===== src/rtl/hw_output_stream_collector.sv =====
// Buffers a non-stallable accelerator output stream in a FWFT FIFO, tags each word with
// end-of-row / end-of-frame flags and drains it over a valid/ready interface.
module hw_output_stream_collector #(
    parameter int DATA_W     = 16,
    parameter int IMG_W      = 64,
    parameter int IMG_H      = 64,
    parameter int FIFO_DEPTH = 16
) (
    input  logic                          clk,
    input  logic                          rst,
    input  logic                          flush,
    input  logic                          in_valid,
    input  logic [DATA_W-1:0]             in_data,
    output logic                          out_valid,
    output logic [DATA_W-1:0]             out_data,
    output logic                          out_last_col,
    output logic                          out_last,
    input  logic                          out_ready,
    output logic [$clog2(FIFO_DEPTH):0]   level,
    output logic                          frame_active,
    output logic                          overflow,
    output logic                          frame_done
);
    localparam int AW = $clog2(FIFO_DEPTH);
    localparam int PW = AW + 1;
    localparam int CW = (IMG_W > 1) ? $clog2(IMG_W) : 1;
    localparam int RW = (IMG_H > 1) ? $clog2(IMG_H) : 1;
    localparam int EW = DATA_W + 2;

    typedef enum logic [0:0] {
        ST_IDLE   = 1'b0,
        ST_ACTIVE = 1'b1
    } state_t;

    state_t          state_q, state_d;
    logic [CW-1:0]   col_q, col_d;
    logic [RW-1:0]   row_q, row_d;
    logic [PW-1:0]   wr_ptr_q, rd_ptr_q;
    logic            overflow_q;
    logic            frame_done_q;
    logic [EW-1:0]   mem_q [FIFO_DEPTH];

    logic            eol_s, eof_s;
    logic            full_s, empty_s;
    logic            push_s, pop_s, drop_s;
    logic [EW-1:0]   head_s;

    assign eol_s   = (col_q == CW'(IMG_W - 1));
    assign eof_s   = eol_s && (row_q == RW'(IMG_H - 1));
    assign empty_s = (wr_ptr_q == rd_ptr_q);
    assign full_s  = (wr_ptr_q[AW] != rd_ptr_q[AW]) && (wr_ptr_q[AW-1:0] == rd_ptr_q[AW-1:0]);
    assign head_s  = mem_q[rd_ptr_q[AW-1:0]];
    // Pop needs a present head, so a push/pop at empty degenerates to a plain push.
    assign pop_s   = !empty_s && out_ready;
    assign push_s  = in_valid && (!full_s || pop_s);
    assign drop_s  = in_valid && full_s && !pop_s;

    // Position counters and frame FSM next state; both advance on every input word, stored or not.
    always_comb begin
        col_d   = col_q;
        row_d   = row_q;
        state_d = state_q;
        if (in_valid) begin
            if (eol_s) begin
                col_d = {CW{1'b0}};
                row_d = eof_s ? {RW{1'b0}} : row_q + RW'(1);
            end else begin
                col_d = col_q + CW'(1);
            end
            case (state_q)
                ST_IDLE:   state_d = eof_s ? ST_IDLE : ST_ACTIVE;
                ST_ACTIVE: state_d = eof_s ? ST_IDLE : ST_ACTIVE;
                default:   state_d = ST_IDLE;
            endcase
        end else begin
            state_d = state_q;
        end
    end

    // Control state: pointers, counters, FSM, sticky overflow and frame-done pulse.
    always_ff @(posedge clk) begin
        if (rst) begin
            wr_ptr_q     <= {PW{1'b0}};
            rd_ptr_q     <= {PW{1'b0}};
            col_q        <= {CW{1'b0}};
            row_q        <= {RW{1'b0}};
            state_q      <= ST_IDLE;
            overflow_q   <= 1'b0;
            frame_done_q <= 1'b0;
        end else if (flush) begin
            wr_ptr_q     <= {PW{1'b0}};
            rd_ptr_q     <= {PW{1'b0}};
            col_q        <= {CW{1'b0}};
            row_q        <= {RW{1'b0}};
            state_q      <= ST_IDLE;
            frame_done_q <= 1'b0;
        end else begin
            wr_ptr_q     <= wr_ptr_q + PW'(push_s);
            rd_ptr_q     <= rd_ptr_q + PW'(pop_s);
            col_q        <= col_d;
            row_q        <= row_d;
            state_q      <= state_d;
            frame_done_q <= pop_s && head_s[0];
            if (drop_s) begin
                overflow_q <= 1'b1;
            end
        end
    end

    // Storage array; empty-FIFO outputs are masked, so it needs no reset.
    always_ff @(posedge clk) begin
        if (!rst && !flush && push_s) begin
            mem_q[wr_ptr_q[AW-1:0]] <= {in_data, eol_s, eof_s};
        end
    end

    assign out_valid    = !empty_s;
    assign out_data     = out_valid ? head_s[EW-1:2] : {DATA_W{1'b0}};
    assign out_last_col = out_valid && head_s[1];
    assign out_last     = out_valid && head_s[0];
    assign level        = wr_ptr_q - rd_ptr_q;
    assign frame_active = (state_q == ST_ACTIVE);
    assign overflow     = overflow_q;
    assign frame_done   = frame_done_q;
endmodule


===== config.mk =====
export PLATFORM = sky130hd
export DESIGN_NAME = hw_output_stream_collector
export DESIGN_NICKNAME = d
export VERILOG_FILES = /design/src/rtl/hw_output_stream_collector.sv
export SDC_FILE = /design/constraint.sdc
export NUM_CORES = 1
export LEC_CHECK = 0
export CORE_UTILIZATION = 50
export CTS_CLUSTER_DIAMETER = 150
export DETAILED_ROUTE_END_ITERATION = 7
export GPL_ROUTABILITY_DRIVEN = 0
export PLACE_DENSITY = 0.68
export SETUP_SLACK_MARGIN = 0.4
export SYNTH_ARGS = -nofsm -noshare
export SYNTH_HDL_FRONTEND = slang
export SYNTH_SLANG_ARGS = --single-unit
export TNS_END_PERCENT = 10

===== constraint.sdc =====
create_clock -name clk -period 11.9 [get_ports clk]
set_clock_uncertainty 0.1 [all_clocks]
set_input_delay 1.785 -clock clk [delete_from_list [all_inputs] [get_ports clk]]
set_output_delay 1.785 -clock clk [all_outputs]
set_load 0.01 [all_outputs]

[Word-level counts from Yosys, hierarchy flattened]
Memories as Yosys holds them, arrays and structs flattened. A register that Yosys moved wholly into a read port is not among the register bits.
Index checks and enable logic that the tools add are counted.
Cells by class
  add/subtract/negate cells: 5
  eq/ne operators: 5
  muxes and demuxes: 7
  bitwise gates (word level): 1
  reductions and logical operators: 20
Operator list (number)
  $mux W16: 1
  $add A6 B1 Y6 const B: 2
  $eq A6 B6 Y1 const B: 2
  $mux W6: 2
  $logic_and A1 B1 Y1: 11
  $add A5 B1 Y5: 2
  $eq A5 B5 Y1: 1
  $logic_not A1 Y1: 5
  $sub A5 B5 Y5: 1
  $eq A4 B4 Y1: 1
  $mux W4: 1
  $reduce_and A2 Y1: 2
  $mux W1: 3
  $reduce_or A2 Y1: 1
  $logic_or A1 B1 Y1: 1
  $ne A1 B1 Y1: 1
  $not A1 Y1: 1
Word-level totals
  flip-flop bits (word level): 25
  memory bits (writable): 288
  bits of input ports: 21
  output and inout port bits: 27
  memories: 1
Memory list
  mem_q: depth 16, width 18, rd ports 1, clocked after Yosys merged registers in 1, write ports 1, RTL line 41  | logic [EW-1:0] mem_q [FIFO_DEPTH];

[Depth between registers and ports, before layout]
  depth in word-level cells: 8
  gate-level depth with buffers: 13
  gate-level depth less buffers: 11

[Least setup slack after synthesis]
No wires, ideal clock.
  path kind: input to register
  start point: in flush
  end point: mem mem_q[12][0] (netlist bit), enable pin
  arrival time: 4124 ps
  data required time: 11361 ps
  path slack: 7237 ps
  stages on the path: 3
  buffers on the path: 0
  path through: nor2_1 > o311ai_2 > nor4_1
On the way
  word-level cells in the longest chain between the ends: 5
RTL lines
  start: declaration: RTL line 11  | input logic flush,
  $logic_not A1 Y1: RTL line 112  | if (!rst && !flush && push_s) begin
  $logic_and A1 B1 Y1 (2 in a row): RTL line 112
  $mux W1: RTL line 112
  $mux W1 (not written as such): RTL line 113  | mem_q[wr_ptr_q[AW-1:0]] <= {in_data, eol_s, eof_s};
  end: declaration: RTL line 41
Every way passes these cells.

[Worst setup path after layout]
  start point: reg rd_ptr_q[2]
  end point: out out_data[7]
On the way
  word-level cells in the longest chain between the ends: 2
RTL lines
  start: declaration: RTL line 38  | logic [PW-1:0] wr_ptr_q, rd_ptr_q;
  start signal: assignment: RTL line 84  | rd_ptr_q <= {PW{1'b0}};
  start signal: assignment: RTL line 92  | rd_ptr_q <= {PW{1'b0}};
  start signal: assignment: RTL line 99  | rd_ptr_q <= rd_ptr_q + PW'(pop_s);
  $eq A5 B5 Y1: RTL line 50  | assign empty_s = (wr_ptr_q == rd_ptr_q);
  $mux W16: RTL line 118  | assign out_data = out_valid ? head_s[EW-1:2] : {DATA_W{1'b0}};
  end: declaration: RTL line 15  | output logic [DATA_W-1:0] out_data,
Every way passes these cells.

==> summary.md <==
| Metric | Value |
|---|---|
| Status | `finished clean` |
| Routed len/inst | `approximately 24 µm` |
| CTS resizes | `0` |
| Hold Buf Count CTS | `0` |
| Number of violations reported at the end of detailed-routing iteration 0 | `about 460` |
| Detailed-router iteration count before antenna repair | `4` |
| Number of buffers created by CTS | `34` |
| Syn Std Cell Area | `12200 µm²` |
| Final routed wirelength across all metal layers | `about 25000 µm` |
| Share of the synthesized area in the top cell type | `a little over two thirds` |
| Final period util | `~57%` |
| Antenna violations before repair | `1` |
| Sequential-to-total area share from yosys stat | `roughly 75%` |
| Maximum number of pins on one net before global-route repair | `77` |
| Critical path class | `reg -> out` |
| Skew-Pair Late Insertion Delay | `approximately 0.50 ns` |
| Largest area contributor in the synthesized netlist | `sky130_fd_sc_hd__edfxtp_1` |
| DRC errors left | `0` |
| Length in cells of the worst reg-to-reg path | `7` |
| Via count of the first global-routing pass | `between 6000 and 7000` |
| Highest-delay cell along the critical path | `sky130_fd_sc_hd__dfxtp_1` |
| Slew at the pin with the worst max-slew slack | `about 1.2 ns` |
| VDD IR-drop max | `roughly 90 µV` |
| Fraction of synthesis flops using an asynchronous set or reset pin | `0%` |
| Critical path cell sequence | `inv_1 > ha_1 > nand4_1 > o21ai_2 > a21oi_1 > a221o_1 > clkdlybuf4s50_1` |
| Max-Cap Viols | `0` |
| Cell count after synthesis | `slightly above 600` |
| Unrepaired setup endpoints after global routing | `no` |
| Root buffer selected by CTS | `sky130_fd_sc_hd__clkbuf_16` |
| Crit path largest cell delay | `0.98 ns` |
| Critical Path Source Type | `flop` |
| Total non-filler cell area in the finished layout | `between 10000 and 15000 µm²` |
| End of the critical path | `out_data[7]` |
| Instance area after placement | `~13000 µm²` |
| Total global routing overflow | `0` |
| Worst max-slew margin expressed relative to the limit | `18.2%` |
| I/O pin count | `48` |
| Number of diodes | `0` |
| Power per Cell Area | `between 150 and 200 nW/µm²` |
| Share of post-route cells with drive strength above 1 | `22.6%` |
| Final standard cell utilization of the core | `59.8%` |
| CP Data Required Time | `10.02 ns` |
| Most common library cells after synthesis | `sky130_fd_sc_hd__edfxtp_1 (288), sky130_fd_sc_hd__mux4_2 (72), sky130_fd_sc_hd__nand2_1 (46)` |
| Via count | `about 6000` |
| Largest fanout on the critical path | `22` |
| Most used DFF post-synth | `sky130_fd_sc_hd__edfxtp_1` |
| Post-CTS repair timing setup buffer count | `0` |
| Number of failing setup endpoints in the final timing report | `0` |
| Min-Delay Path Class | `reg -> reg` |
| Static leakage | `approximately 4.5 nW` |
| Reg2reg setup slack | `6.78 ns` |
| Synth unique cells | `40` |
| CTS H-tree depth | `2` |
| Die Height | `158 µm` |
| Total of warnings raised by yosys | `0` |
| Count leader, synth | `sky130_fd_sc_hd__edfxtp_1` |
| Timing-limited maximum frequency | `~0.15 GHz` |
| Half-perimeter wire length of the detailed placement result | `between 10000 and 15000 µm` |
| Starting Density | `51.4%` |
| Remaining antenna violation count | `0` |
| Count of endpoints failing hold in the final timing report | `0` |
| Total number of cells along the worst setup path | `7` |
| Post-synthesis to final-layout area growth | `16.2%` |
| First-pass GRT wire length | `approximately 37000 µm` |
| Aggregate global-route resource usage | `20.8%` |
| Worst r2r dst | `mem_q[8][7]` |
| Number of nets in the final layout | `between 700 and 800` |
| Max clock buf depth | `3` |
| Hold Worst Slack | `about 0.38 ns` |
| Category of the worst setup path capture point | `output pin` |
| Average cell area after synthesis | `19.7 µm²` |
| TritonCTS clock tree | `done` |
| PortBufs | `47` |
| Standard-cell row count | `56` |
| Time the worst path needs with I/O delays and setup | `between 6 and 7 ns` |
| Worst path buffer plus inverter count | `2` |
| Vias per cell | `5.83` |
| Design Power | `between 2 and 2.5 mW` |
| Arrival time of the worst setup path | `roughly 5 ns` |
| Final Slew Violations | `0` |
| Chip width | `158 µm` |
| Total nets after synthesis | `653` |
| Startpoint of the worst setup timing path | `rd_ptr_q[2]` |
| Flops & latches, synth | `313` |
| Clock transition at the registers of the reported paths | `0.06 ns` |
| Die Footprint | `25100 µm²` |
| Worst flop-to-flop path startpoint | `rd_ptr_q[2]` |
| Core Area | `about 24000 µm²` |
| Final TNS setup | `0 ns` |
| Count of flip-flops with a built-in enable after synthesis | `288` |
| Cell family with most CP delay | `compound AO/OA/AOI/OAI gates` |
| Cell types occupying the most area after synthesis | `sky130_fd_sc_hd__edfxtp_1 (71%), sky130_fd_sc_hd__mux4_2 (13%), sky130_fd_sc_hd__dfxtp_1 (4.1%)` |
| Clock Sinks | `approximately 310` |
[layout make-up]
type	count	area, µm²
well taps	319	399
clock buffers	46	980
repair buffers	60	568
flip-flops and latches	313	9160
clock inverters	16	133
inverters	14	52.6
fillers	1672	9550
multi-input cells	268	2910
[how the worst min path moves through the flow]
stage / from / slack [ns] / end / depth (start not counted)
final: frame_active / 0.38 / frame_active / 2
after global placement: overflow / 0.35 / overflow / 1
after CTS: frame_active / 0.38 / frame_active / 2
after floorplan: row_q[0] / 0.36 / row_q[0] / 2
after detailed placement: frame_active / 0.36 / frame_active / 2
after global routing: overflow / 0.41 / overflow / 1
[cells by family after synthesis]
kind of cell / synth area share (%)
xor gates and xnor gates: 1.43
DFF: 74.9
adders and majority gates: 1.19
buffers and inverters: 1.75
AOI/OAI and AO/OA: 2.66
and+or+nand+nor: 4.39
muxes: 13.7
[per-stage QoR]
| step | setup WS [ns] | std cells |
|---|---|---|
| detailed placement | 5.55 | 974 |
| global route | 4.77 | 1036 |
| CTS | 5.02 | 1036 |
| global placement | 5.73 | 974 |
| floorplan | 7.24 | 621 |
| finish | 5.07 | 1036 |
[layer usage]
layer,track usage (%),vias to the layer above,wire (µm)
met5,0,-,11
met4,6.55,2,512
met3,3.46,42,1570
met2,33.1,207,12100
met1,29.6,3154,10500
li1,-,2640,-
[power breakdown]
part	total [mW]	internal, mW	switching, mW
logic	0.0600	0.0272	0.0328
registers	1.20	1.20	0.00328
clock network	1.03	0.622	0.403
total	2.29	1.85	0.439
[tightest hold or removal path, cell delays in order (launching register included)]
cell	delay, ns
sky130_fd_sc_hd__dfxtp_1	0.31
sky130_fd_sc_hd__nor2_1	0.08
sky130_fd_sc_hd__nor2_1	0.04
[registers in the layout, summed over array words and instances (netlist names)]
| name | count |
|---|---|
| frame_done | 1 |
| overflow | 1 |
| row_q | 6 |
| rd_ptr_q | 5 |
| mem_q | 288 |
| wr_ptr_q | 5 |
| col_q | 6 |
| frame_active | 1 |
[cell usage in the layout, fill, tap and decap left out, types with 2 or more instances in the layout]
master / n
sky130_fd_sc_hd__dfxtp_4: 2
sky130_fd_sc_hd__clkbuf_16: 37
sky130_fd_sc_hd__nor4_1: 3
sky130_fd_sc_hd__clkdlybuf4s50_1: 47
sky130_fd_sc_hd__a221o_1: 17
sky130_fd_sc_hd__mux2i_1: 4
sky130_fd_sc_hd__or3b_2: 2
sky130_fd_sc_hd__ha_1: 10
sky130_fd_sc_hd__buf_4: 13
sky130_fd_sc_hd__nor3_2: 8
sky130_fd_sc_hd__or2_2: 2
sky130_fd_sc_hd__clkbuf_1: 7
sky130_fd_sc_hd__nor2_1: 24
sky130_fd_sc_hd__clkinv_2: 6
sky130_fd_sc_hd__or3_1: 2
sky130_fd_sc_hd__xor2_1: 7
sky130_fd_sc_hd__nand3_1: 6
sky130_fd_sc_hd__clkinvlp_4: 2
sky130_fd_sc_hd__xnor2_1: 13
sky130_fd_sc_hd__a21oi_1: 20
sky130_fd_sc_hd__clkinv_1: 6
sky130_fd_sc_hd__bufinv_16: 2
sky130_fd_sc_hd__a21o_1: 2
sky130_fd_sc_hd__inv_1: 13
sky130_fd_sc_hd__and2_1: 5
sky130_fd_sc_hd__clkbuf_8: 2
sky130_fd_sc_hd__nand2_1: 46
sky130_fd_sc_hd__dfxtp_1: 23
sky130_fd_sc_hd__edfxtp_1: 288
sky130_fd_sc_hd__mux4_2: 72
sky130_fd_sc_hd__nand4_1: 4
sky130_fd_sc_hd__nor2_2: 9
No activity file was read; power rests on OpenSTA's default activity.
